### config.mk
export PLATFORM = sky130hd
export DESIGN_NAME = engine_result_port_flat
export DESIGN_NICKNAME = d
export VERILOG_FILES = /design/src/rtl/engine_result_port_pkg.sv /design/src/rtl/engine_result_port_if.sv /design/src/rtl/engine_result_port_result_fifo.sv /design/src/rtl/engine_result_port.sv /design/src/flat_wrapper.sv
export SDC_FILE = /design/constraint.sdc
export NUM_CORES = 1
export LEC_CHECK = 0
export ABC_AREA = 1
export CORE_UTILIZATION = 48
export DETAILED_ROUTE_END_ITERATION = 10
export GPL_TIMING_DRIVEN = 0
export PLACE_DENSITY = 0.78
export SLEW_MARGIN = 20
export SYNTH_ARGS = -nofsm -noshare
export SYNTH_HDL_FRONTEND = slang
export SYNTH_SLANG_ARGS = --single-unit
### constraint.sdc
create_clock -name clk_iCLK -period 3.1 [get_ports clk_iCLK]
set_clock_uncertainty 0.15 [all_clocks]
set_input_delay 0.775 -clock clk_iCLK [delete_from_list [all_inputs] [get_ports clk_iCLK]]
set_output_delay 0.775 -clock clk_iCLK [all_outputs]
set_load 0.01 [all_outputs]
### src/rtl/engine_result_port_pkg.sv
// Shared constants and FSM encoding for the engine-side result-write port.
`ifndef NUM_PROC
`define NUM_PROC 4
`endif

package engine_result_port_pkg;

   localparam int ADDR_W_DEF = 19;
   localparam int DATA_W_DEF = 8;

   typedef enum logic [1:0] {
      ST_IDLE = 2'd0,
      ST_REQ  = 2'd1,
      ST_DONE = 2'd2
   } state_t;

endpackage

### src/rtl/engine_result_port_if.sv
// Core-side push handshake plus the arbiter request/grant and OR-bus drive.
interface engine_result_port_if #(
   parameter int ADDR_W = engine_result_port_pkg::ADDR_W_DEF,
   parameter int DATA_W = engine_result_port_pkg::DATA_W_DEF
);
   logic              res_valid;
   logic [ADDR_W-1:0] res_addr;
   logic [DATA_W-1:0] res_data;
   logic              res_ready;
   logic              engine_req;
   logic              req_ack;
   logic [ADDR_W-1:0] bus_addr;
   logic [DATA_W-1:0] bus_data;

   modport master (
      output res_valid, res_addr, res_data, req_ack,
      input  res_ready, engine_req, bus_addr, bus_data
   );

   modport slave (
      input  res_valid, res_addr, res_data, req_ack,
      output res_ready, engine_req, bus_addr, bus_data
   );
endinterface

### src/rtl/engine_result_port_result_fifo.sv
// Small synchronous FIFO with occupancy count; pointers wrap naturally because DEPTH is a power of two.
module engine_result_port_result_fifo #(
   parameter int WIDTH = 27,
   parameter int DEPTH = 2,
   localparam int PTR_W = $clog2(DEPTH),
   localparam int CNT_W = PTR_W + 1
) (
   input  logic             clk_iCLK,
   input  logic             reset,
   input  logic             push,
   input  logic [WIDTH-1:0] wr_data,
   input  logic             pop,
   output logic [WIDTH-1:0] rd_data,
   output logic [CNT_W-1:0] count,
   output logic             full,
   output logic             empty
);
   logic [WIDTH-1:0] mem [DEPTH];
   logic [PTR_W-1:0] wr_ptr;
   logic [PTR_W-1:0] rd_ptr;
   logic             do_push;
   logic             do_pop;

   assign full    = (count == CNT_W'(DEPTH));
   assign empty   = (count == '0);
   assign do_push = push && !full;
   assign do_pop  = pop && !empty;
   assign rd_data = mem[rd_ptr];

   // NOTE: storage has no reset; contents are only meaningful behind count, and leaving it unreset keeps it a plain RAM.
   always_ff @(posedge clk_iCLK) begin
      if (do_push) mem[wr_ptr] <= wr_data;
   end

   // NOTE: sequential state uses non-blocking assignments so every register samples pre-edge values.
   always_ff @(posedge clk_iCLK or posedge reset) begin
      if (reset) begin
         wr_ptr <= '0;
         rd_ptr <= '0;
         count  <= '0;
      end else begin
         if (do_push) wr_ptr <= wr_ptr + PTR_W'(1);
         if (do_pop)  rd_ptr <= rd_ptr + PTR_W'(1);
         case ({do_push, do_pop})
            2'b10:   count <= count + CNT_W'(1);
            2'b01:   count <= count - CNT_W'(1);
            default: count <= count;
         endcase
      end
   end
endmodule

### src/rtl/engine_result_port.sv
// Buffers finished pixel results and presents them to the result arbiter via req/ack and a zero-idle OR-bus.
module engine_result_port
   import engine_result_port_pkg::*;
#(
   parameter int ADDR_W = ADDR_W_DEF,
   parameter int DATA_W = DATA_W_DEF,
   parameter int DEPTH  = 2
) (
   input  logic                   clk_iCLK,
   input  logic                   reset,
   engine_result_port_if.slave    rp,
   output logic                   spurious_ack,
   output logic [$clog2(DEPTH):0] fill
);
   localparam int ENTRY_W = ADDR_W + DATA_W;

   state_t               state;
   logic                 engine_req_q;
   logic                 pop;
   logic                 full;
   logic                 empty;
   logic [ENTRY_W-1:0]   head;
   logic [$clog2(DEPTH):0] count;

   assign pop = (state == ST_REQ) && rp.req_ack;

   engine_result_port_result_fifo #(
      .WIDTH (ENTRY_W),
      .DEPTH (DEPTH)
   ) u_fifo (
      .clk_iCLK (clk_iCLK),
      .reset    (reset),
      .push     (rp.res_valid),
      .wr_data  ({rp.res_addr, rp.res_data}),
      .pop      (pop),
      .rd_data  (head),
      .count    (count),
      .full     (full),
      .empty    (empty)
   );

   // Ready depends on the registered count only, so req_ack never reaches res_ready combinationally.
   assign rp.res_ready  = !full;
   assign rp.engine_req = engine_req_q;
   assign fill          = count;
   assign rp.bus_addr   = pop ? head[ENTRY_W-1:DATA_W] : '0;
   assign rp.bus_data   = pop ? head[DATA_W-1:0]       : '0;

   always_ff @(posedge clk_iCLK or posedge reset) begin
      if (reset) begin
         state        <= ST_IDLE;
         engine_req_q <= 1'b0;
         spurious_ack <= 1'b0;
      end else begin
         if (rp.req_ack && state != ST_REQ) spurious_ack <= 1'b1;
         case (state)
            ST_IDLE: if (!empty) begin
               state        <= ST_REQ;
               engine_req_q <= 1'b1;
            end
            ST_REQ: if (rp.req_ack) begin
               state        <= ST_DONE;
               engine_req_q <= 1'b0;
            end
            ST_DONE: if (!rp.req_ack) state <= ST_IDLE;
            default: begin
               state        <= ST_IDLE;
               engine_req_q <= 1'b0;
            end
         endcase
      end
   end
endmodule

### src/flat_wrapper.sv
// flat-port wrapper written by rule: the top's interface ports become plain ports
module engine_result_port_flat import engine_result_port_pkg::*;
#(
   parameter int ADDR_W = ADDR_W_DEF,
   parameter int DATA_W = DATA_W_DEF,
   parameter int DEPTH  = 2
)
  (clk_iCLK, reset, spurious_ack, fill, rp_res_valid, rp_res_addr, rp_res_data, rp_req_ack, rp_res_ready, rp_engine_req, rp_bus_addr, rp_bus_data);
  engine_result_port_if #(.ADDR_W(ADDR_W), .DATA_W(DATA_W)) rp_i ();
  input  logic clk_iCLK;
  input  logic reset;
  output logic spurious_ack;
  output logic [$clog2(DEPTH):0] fill;
  input wire logic [$bits(rp_i.res_valid)-1:0] rp_res_valid;
  input wire logic [$bits(rp_i.res_addr)-1:0] rp_res_addr;
  input wire logic [$bits(rp_i.res_data)-1:0] rp_res_data;
  input wire logic [$bits(rp_i.req_ack)-1:0] rp_req_ack;
  output wire logic [$bits(rp_i.res_ready)-1:0] rp_res_ready;
  output wire logic [$bits(rp_i.engine_req)-1:0] rp_engine_req;
  output wire logic [$bits(rp_i.bus_addr)-1:0] rp_bus_addr;
  output wire logic [$bits(rp_i.bus_data)-1:0] rp_bus_data;
  assign rp_i.res_valid = rp_res_valid;
  assign rp_i.res_addr = rp_res_addr;
  assign rp_i.res_data = rp_res_data;
  assign rp_i.req_ack = rp_req_ack;
  assign rp_res_ready = rp_i.res_ready;
  assign rp_engine_req = rp_i.engine_req;
  assign rp_bus_addr = rp_i.bus_addr;
  assign rp_bus_data = rp_i.bus_data;
  engine_result_port #(.ADDR_W(ADDR_W), .DATA_W(DATA_W), .DEPTH(DEPTH)) u_core (.clk_iCLK(clk_iCLK), .reset(reset), .rp(rp_i), .spurious_ack(spurious_ack), .fill(fill));
endmodule
==> run summary <==
Status: completed
DRC errors left: 0
Post-Route WL: 4810 µm
Slew Limit Fails: 0
Hold Buf Count CTS: 0
Synth area leader: edfxtp_1
Drt wl/cell: 14.1 µm
Top-Level Pins: 63
Max Freq: 332 MHz
Max cap viols: 0
Max_slew headroom: 70.9%
CTS root buf: clkbuf_8
Crit end category: output port
Yosys reg bits: 62
Post-synthesis cell area: 0.00250 mm²
Final setup viols: 0
P_sw: 0.965 mW
Remaining antenna violation count: 0
Mean post-synth cell area: 12.9 µm²
Critical path arrival: 2.08 ns
Ant. Diodes: 0
Logic pwr share: 35.2%
Commonest non-fill, non-tap cells in the layout: nand2_1, edfxtp_1, clkdlybuf4s50_1
Antenna violations before repair: 0
Post-synthesis sequential area ratio: 72.9%
Placed Instances: 324
Vias after detailed routing: 1671
FP Rows: 25
Remaining Overflow, GRT: 0
Area Growth Syn to Fin: 37.3%
HP Class: register to register
Final WS setup: 0.0902 ns
Final min period: 3.01 ns
Dpl hpwl: 3290 µm
Clock Latency Late Sink: 0.32 ns
Drt first pass iters: 4
Clock slew at reported path FFs: 0.06 ns
Largest net degree at the start of global routing: 19
Pre-CTS WS: -0.213 ns
Post-Syn Instances: 193
Via-per-instance ratio: 4.91
Unrepaired setup endpoints after global routing: no
Worst Path Max Fanout: 10
CTS buffer count: 9
Die W: 74.1 µm
P_leak: 1.39 nW
Starting Density: 51.5%
Final Non-Filler Cells: 340
Max VDD drop: 491 µV
Worst slew pin tran: 0.436 ns
First-pass GRT wire length: 7710 µm
H-Tree Depth: 3
Die area: 0.00550 mm²
Final net count: 300
Final period util: 97.1%
Fin. Hold Viols: 0
Power Total: 2.89 mW
Synth warn: 0
FF-to-FF setup slack: 1.30 ns
Overall routing resource usage: 19.7%
Clock tree buffer depth: 2
Global placer's final weighted congestion: 0.787
Sequential share of power: 42.5%
Hold Slack: 0.335 ns
Sw Ratio: 33.3%
Net Count, Synth: 225
CTS tree: done
Pwr dens: 844 mW/mm²
Yosys top cell area share: 64.9%
Die height: 74.1 µm
Clock power share: 22.3%
Required time worst endpoint: 2.17 ns
Startpoint types: primary input
Internal: 1.93 mW
Core ar.: 0.00485 mm²
Vias in the first global route: 1727
Clock tree sinks: 62
Port bufs: 62
Setup TNS: 0 ns
Drt first-iter violations: 101
Fraction of layout cells with a size suffix above 1: 18.7%
Leading post-synthesis cells by cell area: edfxtp_1, nand2_1, dfrtp_1, a21oi_1, a21oi_2
Kind of critical path: primary input to output port
Synth unique cells: 22
## Yosys cell counts, drive strengths merged
master and n:
ha 1, nand2 65, inv 10, o21ai 1, nand3 3, nand4 1
o21bai 2, xnor2 1, clkinv 1, dfrtp 8, nor2 7, a21oi 30
edfxtp 54, buf 9
## layout make-up
| type | instances | area (µm²) |
|---|---|---|
| plain buffers | 9 | 83.8 |
| clock buffers | 10 | 128 |
| clock inverters | 6 | 52.6 |
| fillers | 365 | 1420 |
| inverters | 11 | 42.5 |
| multi-input cells | 111 | 576 |
| flip-flops and latches | 62 | 1820 |
| well taps | 67 | 83.8 |
| repair buffers | 64 | 642 |
## metal layers
metal	wire, µm	share of wire (%)	track usage [%]
met5	0	0	0
met4	89	1.9	8.97
met3	338	7.0	7.59
met2	2440	51	33.2
met1	1940	40	22.0
## critical path, stage by stage
cell	delay [ns]
clkdlybuf4s50_1	0.53
nand3_2	0.13
buf_4	0.20
a21oi_1	0.15
dlygate4sd2_1	0.29
## path summary, 6_finish.rpt
path | from | endpoint | cells after the start
hold / removal | u_core.spurious_ack | u_core.spurious_ack | 1
setup / recovery | rp_req_ack | rp_bus_data[6] | 5
min in group asynchronous | reset | u_core.u_fifo.rd_ptr | 2
max in group asynchronous | reset | u_core.spurious_ack | 2
setup reg to reg | u_core.u_fifo.count[0] | u_core.u_fifo.mem[0][14] | 5
hold reg to reg | u_core.spurious_ack | u_core.spurious_ack | 1
## state kept, by name (all words and copies together) (netlist names)
signal,count
u_core.rp.engine_req,1
u_core.spurious_ack,1
u_core.state,2
u_core.u_fifo.count,2
u_core.u_fifo.mem,54
u_core.u_fifo.rd_ptr,1
u_core.u_fifo.wr_ptr,1
## metrics by stage
step	utilization, %	cell area (µm²)
after global routing	70.7	3430
final	70.7	3430
after CTS	70.7	3430
after floorplan	-	2500
after global placement	66.0	3200
after detailed placement	67.4	3270
## power by group through the flow
stage	logic [mW]	registers [mW]	clock network, mW
2_1_floorplan	0.603	1.24	0
3_3_place_gp	0.979	1.24	0
3_5_place_dp	1.07	1.25	0
4_1_cts	1.03	1.23	0.659
5_1_grt	1.12	1.25	0.702
6_report	1.02	1.23	0.646
## logic make-up after synthesis
family / after synthesis / synth area share, %
compound gates: 33 / 8.32
xor+xnor: 1 / 0.351
fa+ha+maj: 1 / 0.501
buf+inv: 20 / 4.71
flops: 62 / 72.9
simple gates: 76 / 13.2
## what timing repair did
| item | in CTS | in global routing |
|---|---|---|
| resized for setup | 31 | 0 |
| setup buffers | 0 | 0 |
| setup endpoints to repair | 27 | 0 |
Note: power is estimated with default switching activity, not from simulation.
